`src/rtl/load_store_unit.sv`:
```
// RV32I load/store unit: one outstanding data-memory access, IDLE -> REQ -> DONE.
// Optional macro LSU_MISALIGN_TRAP_EN traps misaligned accesses instead of truncating them.
module load_store_unit #(
    parameter int unsigned TIMEOUT = 16
) (
    input  logic        clk,
    input  logic        rst,
    input  logic        start,
    input  logic        MemRead,
    input  logic        MemWrite,
    input  logic [2:0]  funct3,
    input  logic [31:0] addr,
    input  logic [31:0] wdata,
    output logic        mem_req,
    output logic        mem_we,
    output logic [31:0] mem_addr,
    output logic [31:0] mem_wdata,
    output logic [3:0]  mem_wstrb,
    input  logic        mem_ack,
    input  logic [31:0] mem_rdata,
    output logic [31:0] mem_data,
    output logic        stall,
    output logic        done,
    output logic        misaligned,
    output logic        bus_err
);

    localparam logic [1:0] S_IDLE = 2'd0;
    localparam logic [1:0] S_REQ  = 2'd1;
    localparam logic [1:0] S_DONE = 2'd2;
    localparam logic [7:0] TO_CNT = 8'(TIMEOUT);

    logic [1:0]  state_q, state_d;
    logic [31:0] addr_q, addr_d;
    logic [31:0] wdata_q, wdata_d;
    logic [2:0]  funct3_q, funct3_d;
    logic        we_q, we_d;
    logic [7:0]  cnt_q, cnt_d;
    logic [31:0] mem_data_q, mem_data_d;
    logic        bus_err_q, bus_err_d;

    logic        access;
    logic        in_half, in_word;
    logic [31:0] addr_aligned;
    logic        st_byte, st_half;
    logic [7:0]  ld_byte;
    logic [15:0] ld_half;
    logic [31:0] ld_val;

    assign access  = start & (MemRead | MemWrite);
    assign in_half = (funct3[1:0] == 2'b01);
    assign in_word = funct3[1];
    assign addr_aligned = in_word ? {addr[31:2], 2'b00} :
                          in_half ? {addr[31:1], 1'b0}  : addr;

`ifdef LSU_MISALIGN_TRAP_EN
    logic mis_q, mis_d;
    logic in_mis;
    assign in_mis = (in_half & addr[0]) | (in_word & (addr[1:0] != 2'b00));
`endif

    // Load formatting works on the captured (already aligned) address
    assign ld_byte = mem_rdata[{addr_q[1:0], 3'b000} +: 8];
    assign ld_half = addr_q[1] ? mem_rdata[31:16] : mem_rdata[15:0];

    always_comb begin
        case (funct3_q[1:0])
            2'b00:   ld_val = funct3_q[2] ? {24'b0, ld_byte} : {{24{ld_byte[7]}}, ld_byte};
            2'b01:   ld_val = funct3_q[2] ? {16'b0, ld_half} : {{16{ld_half[15]}}, ld_half};
            default: ld_val = mem_rdata;
        endcase
    end

    always_comb begin
        state_d    = state_q;
        addr_d     = addr_q;
        wdata_d    = wdata_q;
        funct3_d   = funct3_q;
        we_d       = we_q;
        cnt_d      = cnt_q;
        mem_data_d = mem_data_q;
        bus_err_d  = 1'b0;
`ifdef LSU_MISALIGN_TRAP_EN
        mis_d      = 1'b0;
`endif
        case (state_q)
            S_IDLE: begin
                if (access) begin
                    wdata_d  = wdata;
                    funct3_d = funct3;
                    we_d     = MemWrite & ~MemRead;
                    cnt_d    = '0;
`ifdef LSU_MISALIGN_TRAP_EN
                    addr_d   = addr;
                    if (in_mis) begin
                        state_d    = S_DONE;
                        mis_d      = 1'b1;
                        mem_data_d = '0;
                    end else begin
                        state_d = S_REQ;
                    end
`else
                    addr_d   = addr_aligned;
                    state_d  = S_REQ;
`endif
                end
            end
            S_REQ: begin
                cnt_d = (cnt_q < TO_CNT) ? cnt_q + 8'd1 : cnt_q;
                if (mem_ack) begin
                    state_d = S_DONE;
                    if (!we_q) begin
                        mem_data_d = ld_val;
                    end
                end else if (cnt_d == TO_CNT) begin
                    state_d    = S_DONE;
                    bus_err_d  = 1'b1;
                    mem_data_d = '0;
                end
            end
            default: begin
                state_d = S_IDLE;
            end
        endcase
    end

    always_ff @(posedge clk) begin
        if (rst) begin
            state_q    <= S_IDLE;
            addr_q     <= '0;
            wdata_q    <= '0;
            funct3_q   <= '0;
            we_q       <= 1'b0;
            cnt_q      <= '0;
            mem_data_q <= '0;
            bus_err_q  <= 1'b0;
`ifdef LSU_MISALIGN_TRAP_EN
            mis_q      <= 1'b0;
`endif
        end else begin
            state_q    <= state_d;
            addr_q     <= addr_d;
            wdata_q    <= wdata_d;
            funct3_q   <= funct3_d;
            we_q       <= we_d;
            cnt_q      <= cnt_d;
            mem_data_q <= mem_data_d;
            bus_err_q  <= bus_err_d;
`ifdef LSU_MISALIGN_TRAP_EN
            mis_q      <= mis_d;
`endif
        end
    end

    assign st_byte = (funct3_q[1:0] == 2'b00);
    assign st_half = (funct3_q[1:0] == 2'b01);

    always_comb begin
        if (st_byte) begin
            mem_wdata = {4{wdata_q[7:0]}};
            mem_wstrb = 4'b0001 << addr_q[1:0];
        end else if (st_half) begin
            mem_wdata = {2{wdata_q[15:0]}};
            mem_wstrb = addr_q[1] ? 4'b1100 : 4'b0011;
        end else begin
            mem_wdata = wdata_q;
            mem_wstrb = 4'b1111;
        end
        if (!we_q) begin
            mem_wstrb = 4'b0000;
        end
    end

    assign mem_req  = (state_q == S_REQ);
    assign mem_we   = we_q;
    assign mem_addr = {addr_q[31:2], 2'b00};
    assign mem_data = mem_data_q;
    assign stall    = ((state_q == S_IDLE) & access) | (state_q == S_REQ);
    assign done     = (state_q == S_DONE);
    assign bus_err  = bus_err_q;
`ifdef LSU_MISALIGN_TRAP_EN
    assign misaligned = mis_q;
`else
    assign misaligned = 1'b0;
`endif

endmodule

```
`config.mk`:
```
export PLATFORM = sky130hd
export DESIGN_NAME = load_store_unit
export DESIGN_NICKNAME = d
export VERILOG_FILES = /design/src/rtl/load_store_unit.sv
export SDC_FILE = /design/constraint.sdc
export NUM_CORES = 1
export LEC_CHECK = 0
export ABC_AREA = 1
export BUFFER_PORTS_ARGS = -buffer_cell sky130_fd_sc_hd__buf_2
export CAP_MARGIN = 10
export CORE_MARGIN = 2
export CORE_UTILIZATION = 45
export CTS_BUF_LIST = sky130_fd_sc_hd__clkbuf_4 sky130_fd_sc_hd__clkbuf_8
export DETAILED_ROUTE_END_ITERATION = 6
export PLACE_DENSITY = 0.71
export SLEW_MARGIN = 10
export SYNTH_ARGS = -nofsm -noshare
export SYNTH_HDL_FRONTEND = slang
export SYNTH_SLANG_ARGS = --single-unit
```
`constraint.sdc`:
```
create_clock -name clk -period 2.2 [get_ports clk]
set_input_delay 0.22 -clock clk [delete_from_list [all_inputs] [get_ports clk]]
set_output_delay 0.22 -clock clk [all_outputs]
set_load 0.005 [all_outputs]
```
==> out/metrics.cfg <==
[critical_path]
crit_chain = inv_1 > nor2_2 > clkinvlp_4 > o21ai_0 > a21oi_1 > buf_2
slowest_delay_ps = 370
worst-path-max-fanout = 9
startpoint = funct3_q[0]
crit_arrival_ps = 1800
rr_startpoint = cnt_q[1]
critPathRequiredTime_ps = 1980
cp-start-kind = flip-flop
critical-path-top-delay-family = buffers and inverters
worst-path-buf-inv = 3
cp_slowest_cell = dfxtp_1
end_kind = primary output
critPathKind = flip-flop to primary output

[clocking]
clockBufferDepth = 2
htree_num_levels = 3
root_buffer = clkbuf_8
cts_hold_buffers = 0
tritoncts = done
cts.sinks = 111
clk_pin_slew_ps = 100
numCtsBuffers = 9
post_cts_buffers = 0
insertion_delay_ps = 380

[detailed_routing]
first_pass_iters = 7
wire_per_inst_um = 14.1
vias = 5373
vias_per_cell = 5.08
wl_um = 14900
antenna_left = 0
drtIter0Drc = 323
drc_errors = 14

[job]
cap_violations = 0

[sta]
tns_ps = 0
fin_ws_ps = 180
skew_ps = 10.7
rsz0062_at_grt = false
finalCriticalPeriod_ps = 2020
finalHoldViolations = 0
worst_hold_slack_ps = 73.7
fmax_mhz = 495
drv_slew = 0
worstMarginPinSlew_ps = 982
finalSetupViolCount = 0
maxSlewHeadroom_pct = 34.2
fin_crit_sh_pct = 91.8

[worst_hold_path]
hold_path.class = input pin to flip-flop
min_from = mem_ack

[floorplan]
pin_count = 211
die_x_um = 113
initial_core_util_pct = 46.6
std_cell_rows = 39
die_area_um2 = 12800
die_h_um = 113
coreArea_um2 = 11500

[layout]
diodes = 0
final_nets = 1016
drive_above_1_share_pct = 28.1
syn2layout_area_growth_pct = 19.1
final_cell_mix = buf_2 (207), nand2_1 (202), a21oi_1 (119)
final_common_cell = buf_2
fin_cells = 1057

[logic_synthesis]
syn_avg_cell_area_um2 = 7.01
ys_seq_area_share_pct = 41.4
synthCells = 765
syn_area_um2 = 5360
ys_seq_elements = 111
synth_ff_type = dfxtp_1
synthArstFlopShare_pct = 0
yosysTopAreaCell = dfxtp_1
yosys_warnings = 0
synth_edf_count = 0
synth_area_leaders = dfxtp_1 (41%), nand2_1 (14%), a21oi_1 (11%)
synth.distinct_cells = 35
synth_top_area_share_pct = 41.4

[power]
ir_worst_vdd_mv = 0.442
p_leak_nw = 3.04
p_per_area_nw_per_um2 = 698

[status]
violations = DRC
outcome = finished with violations

[grt]
antenna_found_initial = 0
grtUsageTotal_pct = 23.3
gr-total-overflow = 0
grt_max_degree = 63
grt_pass1_wl_um = 23900
grt_pass1_vias = 4902

[placement]
dpl.hpwl_um = 10600
pre_cts_slack_ps = 178
dp_cells = 1042
gp_congestion = 0.904
io_buffers = 207

==> per-stage QoR <==
step	total power, mW	utilization, %	instance area [um2]
3_5_place_dp	3.23	53.6	6170
3_3_place_gp	3.22	53.6	6170
4_1_cts	4.49	55.4	6370
6_report	4.46	55.5	6390
5_1_grt	4.71	55.5	6390
2_1_floorplan	2.90	-	5370
==> layer usage <==
metal  global-route usage [%]  share of wire [%]  vias up  wire length (um)
met5                        0                  0        -                 0
met4                     10.5                2.8        0               420
li1                         -                  -     2737                 -
met3                     6.32                9.3       34              1380
met2                     36.8                 45      226              6720
met1                     29.8                 43     2376              6380
==> logic make-up after synthesis <==
family / synth area share, %
buffers and inverters: 14.2
adder cells (fa/ha/maj): 0.233
AND/OR/NAND/NOR: 24.0
flip-flops: 41.4
other: 0.0699
AO/OA/AOI/OAI: 20.0
==> final timing paths <==
check / cells past startpoint / end / slack [ps]
max: 6 / mem_wstrb[2] / 180
min: 2 / bus_err / 70
max reg2reg: 8 / mem_data[7] / 210
min reg2reg: 2 / wdata_q[27] / 460
==> Yosys cell counts, types with 3 or more instances <==
library cell and count:
nand2_2 3, nor2_1 41, clkbuf_1 27, buf_4 44, a21oi_1 119, o21ai_0 48, nand2_1 202, o221ai_1 15
nand3_1 43, o22ai_1 8, nor2_4 3, dfxtp_1 111, inv_1 59, buf_2 13
==> sequential cells by signal, summed over array words and instances, names as in the netlist <==
name,flops
addr_q,32
mem_data,32
wdata_q,32
cnt_q,8
funct3_q,3
state_q,2
bus_err,1
mem_we,1
==> final cells by class <==
cell class	count	area, um2
Clock inverter	3	42.5
Fill cell	1187	5130
Clock buffer	12	159
Multi-Input combinational cell	506	2400
Timing Repair Buffer	220	1150
Sequential cell	111	2220
Tap cell	143	179
Inverter	62	240
==> report_power, final <==
| part | switching (mW) | leakage [nW] | internal (mW) |
|---|---|---|---|
| clock network | 0.680 | 0.102 | 0.595 |
| logic | 0.579 | 2.03 | 0.382 |
| registers | 0.0768 | 0.909 | 2.15 |
==> worst reg2reg max path, stage by stage, from the launching register on <==
cell,delay (ps)
dfxtp_1,440
ha_1,240
nand3_1,90
a211oi_1,250
nand4_2,220
nand2_8,250
nand2_4,180
nand2_1,120
a21oi_1,70
==> timing repair <==
action,in CTS,in global routing
setup endpoints to repair,9,18
gates cloned,0,0
gates resized for setup,2,2
(Power assumes the default switching activity.)
